`src/rtl/rv32m_ext_unit.sv`:
```
// Iterative RV32M multiply/divide unit: one shift-add or restoring-subtract step per cycle.
// Handshake: the core holds i_EX_en until o_EX_ack, which is a one-cycle registered pulse.
//
// state | meaning
// IDLE  | waiting for i_EX_en; captures operands, flags and f3 when it is seen
// BUSY  | one iteration per edge, counter 0..XLEN-1; i_EX_en low aborts
// DONE  | o_EX_ack high for this single cycle; o_EX_res valid
module rv32m_ext_unit #(
    parameter int XLEN = 32
) (
    input  logic            i_clk,
    input  logic            i_rst,
    input  logic            i_EX_en,
    input  logic [XLEN-1:0] i_EX_rs1,
    input  logic [XLEN-1:0] i_EX_rs2,
    input  logic [2:0]      i_EX_f3,
    output logic [XLEN-1:0] o_EX_res,
    output logic            o_EX_ack
);

    localparam int CW = $clog2(XLEN);
    localparam logic [XLEN-1:0] MIN_INT = {1'b1, {(XLEN-1){1'b0}}};

    typedef enum logic [1:0] {IDLE, BUSY, DONE} state_t;

    state_t          state, state_nxt;
    logic [CW-1:0]   cnt;
    logic [2:0]      f3_q;
    logic            neg1_q, neg2_q;
    logic [XLEN-1:0] acc_hi, acc_lo, op_b;

    logic            capture, step, finish;

    // capture-time decode
    logic            sgn1, sgn2, neg1_in, neg2_in;
    logic [XLEN-1:0] mag1, mag2;
    logic            div_zero, div_ovf, special;
    logic [XLEN-1:0] special_res;

    always_comb begin
        sgn1     = (i_EX_f3 == 3'b001) || (i_EX_f3 == 3'b010) ||
                   (i_EX_f3 == 3'b100) || (i_EX_f3 == 3'b110);
        sgn2     = (i_EX_f3 == 3'b001) || (i_EX_f3 == 3'b100) || (i_EX_f3 == 3'b110);
        neg1_in  = sgn1 & i_EX_rs1[XLEN-1];
        neg2_in  = sgn2 & i_EX_rs2[XLEN-1];
        mag1     = neg1_in ? -i_EX_rs1 : i_EX_rs1;
        mag2     = neg2_in ? -i_EX_rs2 : i_EX_rs2;
        div_zero = i_EX_f3[2] && (i_EX_rs2 == '0);
        div_ovf  = i_EX_f3[2] && !i_EX_f3[0] && (i_EX_rs1 == MIN_INT) && (i_EX_rs2 == '1);
        special  = div_zero || div_ovf;
        if (div_zero)
            special_res = i_EX_f3[1] ? i_EX_rs1 : '1;
        else
            special_res = i_EX_f3[1] ? '0 : MIN_INT;
    end

    // one iteration of either datapath; acc_lo holds multiplier or dividend/quotient
    logic [XLEN:0]   mul_add, mul_sum, rem_sh, rem_diff;
    logic [XLEN-1:0] step_hi, step_lo;

    always_comb begin
        mul_add  = acc_lo[0] ? {1'b0, op_b} : '0;
        mul_sum  = {1'b0, acc_hi} + mul_add;
        rem_sh   = {acc_hi, acc_lo[XLEN-1]};
        rem_diff = rem_sh - {1'b0, op_b};
        if (f3_q[2]) begin
            step_hi = rem_diff[XLEN] ? rem_sh[XLEN-1:0] : rem_diff[XLEN-1:0];
            step_lo = {acc_lo[XLEN-2:0], ~rem_diff[XLEN]};
        end else begin
            step_hi = mul_sum[XLEN:1];
            step_lo = {mul_sum[0], acc_lo[XLEN-1:1]};
        end
    end

    logic [2*XLEN-1:0] prod, prod_s;
    logic [XLEN-1:0]   quot_s, rem_s, final_res;

    always_comb begin
        prod   = {step_hi, step_lo};
        prod_s = (neg1_q ^ neg2_q) ? -prod : prod;
        quot_s = (neg1_q ^ neg2_q) ? -step_lo : step_lo;
        rem_s  = neg1_q ? -step_hi : step_hi;
        case (f3_q)
            3'b000:                 final_res = prod_s[XLEN-1:0];
            3'b001, 3'b010, 3'b011: final_res = prod_s[2*XLEN-1:XLEN];
            3'b100, 3'b101:         final_res = quot_s;
            default:                final_res = rem_s;
        endcase
    end

    always_ff @(posedge i_clk or posedge i_rst) begin
        if (i_rst)
            state <= IDLE;
        else
            state <= state_nxt;
    end

    always_comb begin
        state_nxt = state;
        capture   = 1'b0;
        step      = 1'b0;
        finish    = 1'b0;
        case (state)
            IDLE: begin
                if (i_EX_en) begin
                    capture   = 1'b1;
                    state_nxt = special ? DONE : BUSY;
                end
            end
            BUSY: begin
                if (!i_EX_en) begin
                    state_nxt = IDLE;
                end else begin
                    step = 1'b1;
                    if (cnt == CW'(XLEN-1)) begin
                        finish    = 1'b1;
                        state_nxt = DONE;
                    end
                end
            end
            DONE:    state_nxt = IDLE;
            default: state_nxt = IDLE;
        endcase
    end

    always_ff @(posedge i_clk or posedge i_rst) begin
        if (i_rst) begin
            cnt      <= '0;
            f3_q     <= '0;
            neg1_q   <= 1'b0;
            neg2_q   <= 1'b0;
            acc_hi   <= '0;
            acc_lo   <= '0;
            op_b     <= '0;
            o_EX_res <= '0;
            o_EX_ack <= 1'b0;
        end else begin
            o_EX_ack <= (capture && special) || finish;
            if (capture) begin
                cnt    <= '0;
                f3_q   <= i_EX_f3;
                neg1_q <= neg1_in;
                neg2_q <= neg2_in;
                acc_hi <= '0;
                acc_lo <= mag1;
                op_b   <= mag2;
                if (special)
                    o_EX_res <= special_res;
            end else if (step) begin
                cnt    <= cnt + 1'b1;
                acc_hi <= step_hi;
                acc_lo <= step_lo;
                if (finish)
                    o_EX_res <= final_res;
            end
        end
    end

endmodule

```
`config.mk`:
```
export PLATFORM = sky130hd
export DESIGN_NAME = rv32m_ext_unit
export DESIGN_NICKNAME = d
export VERILOG_FILES = /design/src/rtl/rv32m_ext_unit.sv
export SDC_FILE = /design/constraint.sdc
export NUM_CORES = 1
export LEC_CHECK = 0
export CAP_MARGIN = 15
export CORE_ASPECT_RATIO = 0.5
export CORE_MARGIN = 4
export CORE_UTILIZATION = 30
export CTS_CLUSTER_SIZE = 16
export DETAILED_ROUTE_END_ITERATION = 7
export GPL_ROUTABILITY_DRIVEN = 0
export PLACE_DENSITY = 0.5
export SLEW_MARGIN = 20
export SYNTH_ARGS = -nofsm -noshare
export SYNTH_HDL_FRONTEND = slang
export SYNTH_SLANG_ARGS = --single-unit
```
`constraint.sdc`:
```
create_clock -name i_clk -period 13.58 [get_ports i_clk]
set_input_delay 3.395 -clock i_clk [delete_from_list [all_inputs] [get_ports i_clk]]
set_output_delay 3.395 -clock i_clk [all_outputs]
set_load 0.03 [all_outputs]
```
==> flow_metrics.py <==
metrics = {
    "placement": {
        "preCtsSetupSlack_ns": 5.292,
        "dp_hpwl_um": 47360,
        "post_dp_cell_area_um2": 17190,
        "portBuffers": 102,
    },
    "grt": {
        "grt.overflow.total": 0,
        "antenna_found_initial": 2,
        "grt_pass1_wl_um": 94370,
        "grt_util_all_layers_pct": 22.11,
        "grt_pass1_vias": 14697,
        "grt_max_degree": 80,
    },
    "synthesis": {
        "synth_top_cells_by_area": "dfrtp_1 (23%), o21ai_0 (6.3%), xnor2_1 (6.3%)",
        "yosys_register_bits": 141,
        "netlist_area_um2": 15510,
        "synthArstFlopShare_pct": 100.0,
        "yosysUniqueCellTypes": 100,
        "yosysTopAreaCell": "dfrtp_1",
        "ys_seq_area_share_pct": 22.75,
        "synth_fp_nets": 2221,
        "synthCells": 2078,
        "synth_flop_cell": "dfrtp_1",
        "synth_edf_count": 0,
        "yosysWarnings": 0,
        "avgSynthCellArea_um2": 7.464,
        "synth_top_area_share_pct": 22.75,
    },
    "critical_path": {
        "path_cells": "clkdlybuf4s50_1 -> inv_1 -> ha_1 -> nand3_1 -> or3_1 -> nand2b_1 -> or3_1 -> nor4b_1 -> nand2_1 -> o311ai_0 -> o21ai_0 -> or2_2 -> nor2_1 -> o21ai_0 -> o21ai_1",
        "r2r_setup_slack_ns": 6.42,
        "worstPathRequired_ns": 13.96,
        "cp_max_fo": 43,
        "crit_path_start_kind": "input port",
        "path_delay_family": "simple AND/OR/NAND/NOR gates",
        "cp_slowest_stage_delay_ns": 0.83,
        "path_buf_inv": 2,
        "path_class": "input port to flop",
        "end_kind": "flop",
        "cp.arrival_ns": 8.34,
        "critical_path.slowest_cell": "nor4b_1",
    },
    "run_status": {
        "status": "finished, final reports clean",
    },
    "routing": {
        "drt_iter0_drc": 1801,
        "firstDrtPassIters": 6,
        "ant_nets": 0,
        "routedWlPerCell_um": 22.36,
        "routed_wl_um": 62730,
        "drt-vias-per-instance": 5.713,
        "vias": 16025,
        "drc": 0,
    },
    "pwr": {
        "p_leak_nw": 7.285,
        "irDropWorstVdd_mv": 0.1102,
        "powerDensity_nw_per_um2": 179.0,
    },
    "layout": {
        "final.fill_count": 5469,
        "drive_gt1_share_pct": 6.147,
        "seq_area_um2": 3532,
        "fin_area_um2": 17810,
        "antenna-diode-count": 0,
        "area_growth_pct": 14.85,
        "multi_input_area_um2": 11270,
        "layout.nets": 2248,
    },
    "sta": {
        "fin_crit_sh_pct": 58.63,
        "tns_ns": 0,
        "setup_violations": 0,
        "hold_violations": 0,
        "worstMarginPinSlew_ns": 1.123,
        "timing.hold.ws_ns": 0.4796,
        "fin_skew_ns": 0.01864,
        "period_needed_ns": 7.961,
        "maxSlewHeadroom_pct": 24.45,
        "layout_setup_ws_ns": 5.619,
        "drv_slew": 0,
        "grt_setup_unrepaired": "no",
        "fmax_mhz": 125.6,
    },
    "die": {
        "die_y_um": 168.8,
        "start_util_pct": 30.62,
        "ios": 103,
        "fp-row-count": 58,
        "dieArea_um2": 55630,
        "die_w_um": 329.6,
        "core_um2": 50650,
    },
    "cts": {
        "h-tree-depth": 4,
        "holdBufCountCts": 0,
        "clockBufferDepth": 2,
        "cts_root_buf": "clkbuf_16",
        "cts_tree": "yes",
        "post_cts_buffers": 0,
        "path_clk_slew_ns": 0.07,
        "clock-sinks": 141,
        "clk_latency_ns": 0.46,
        "cts_resized": 0,
        "cts_buffers": 17,
    },
    "hold_path": {
        "min-delay-path-class": "flop to flop",
    },
    "flow_run": {
        "drv_cap": 0,
    },
}
## tightest hold or removal path, cell delays in order (launching register included)
cell,delay [ns]
dfrtp_1,0.35
nand2_1,0.05
nand2_1,0.05
## Yosys cell counts (all sizes together), types with 47 or more instances
cell type / number
nand2: 257
o21ai: 206
a21oi: 179
nor2: 149
dfrtp: 141
xnor2: 114
clkbuf: 97
ha: 71
inv: 70
nor3: 63
xor2: 63
mux2i: 51
and2: 47
## kinds of logic after synthesis
kind of cell    count (synthesis)  synth area share, %
simple gates                  731                23.02
compound gates                695                28.91
buf+inv                       197                4.961
xor+xnor                      177                10.09
flops                         141                22.75
fa+ha+maj                      73                5.985
mux                            64                4.283
## path summary, 6_finish.rpt
path | from | endpoint | cells past startpoint
min reg2reg | cnt[4] | cnt[4] | 2
max reg2reg | acc_lo[31] | o_EX_res[6] | 24
min in group asynchronous | i_rst | acc_lo[7] | 2
max | i_EX_rs1[0] | o_EX_res[26] | 15
min | cnt[4] | cnt[4] | 2
max in group asynchronous | i_rst | f3_q[2] | 3
## registers in the layout, indices dropped and copies added (netlist names)
name      flops
acc_hi       32
acc_lo       32
o_EX_res     32
op_b         32
cnt           5
f3_q          3
state         2
neg1_q        1
neg2_q        1
o_EX_ack      1
## per-stage QoR
step	utilization, %	std cells	total power, mW
6_report	35.17	2805	3.188
5_1_grt	35.17	2805	3.390
4_1_cts	35.15	2805	3.149
3_5_place_dp	33.93	2776	2.601
3_3_place_gp	33.92	2776	2.603
2_1_floorplan	-	2078	1.966
## layer usage
metal	vias up	GRT usage, %	routed length, um	part of all wire [%]
met3	81	3.968	4364	7.0
met2	614	31.87	25620	41
met1	7671	33.29	30880	49
met4	2	6.540	1865	3.0
li1	7657	-	-	-
met5	-	0	7	0.011
## power breakdown
group | internal, mW | switching, mW | leakage [nW]
Combinational | 0.720 | 1.29 | 5.16
Sequential | 0.510 | 0.141 | 1.83
Clock | 0.308 | 0.222 | 0.294
Total | 1.54 | 1.65 | 7.29
## placed cells by master (no fill, tap or decap), types with 11 or more instances in the layout
cell / netlist / layout
a21o_1: 30 / 30
a21oi_1: 178 / 177
a221oi_1: 11 / 11
a22o_1: 26 / 26
a31oi_1: 32 / 32
and2_1: 46 / 46
and3_1: 25 / 25
buf_4: 1 / 32
clkbuf_16: 0 / 17
clkdlybuf4s50_1: 0 / 102
dfrtp_1: 141 / 140
ha_1: 71 / 71
inv_1: 70 / 68
mux2i_1: 51 / 51
nand2_1: 257 / 256
nand2b_1: 13 / 12
nand3_1: 29 / 29
nand4_1: 30 / 30
nor2_1: 149 / 147
nor2b_1: 14 / 14
nor3_1: 62 / 62
nor4_1: 25 / 23
o211ai_1: 28 / 28
o21a_1: 22 / 22
o21ai_0: 196 / 196
o31ai_1: 27 / 27
or2_2: 14 / 14
or3_1: 20 / 20
or4_1: 13 / 13
xnor2_1: 112 / 111
xor2_1: 63 / 62
## area by class of cell
class / instances / share of cell area [%]
Tap cell: 690 / 4.846
Sequential cell: 141 / 19.83
Clock buffer: 17 / 2.388
Inverter: 71 / 1.524
Multi-Input combinational cell: 1740 / 63.27
Timing Repair Buffer: 134 / 7.080
Clock inverter: 12 / 1.068
(Power assumes the default switching activity.)
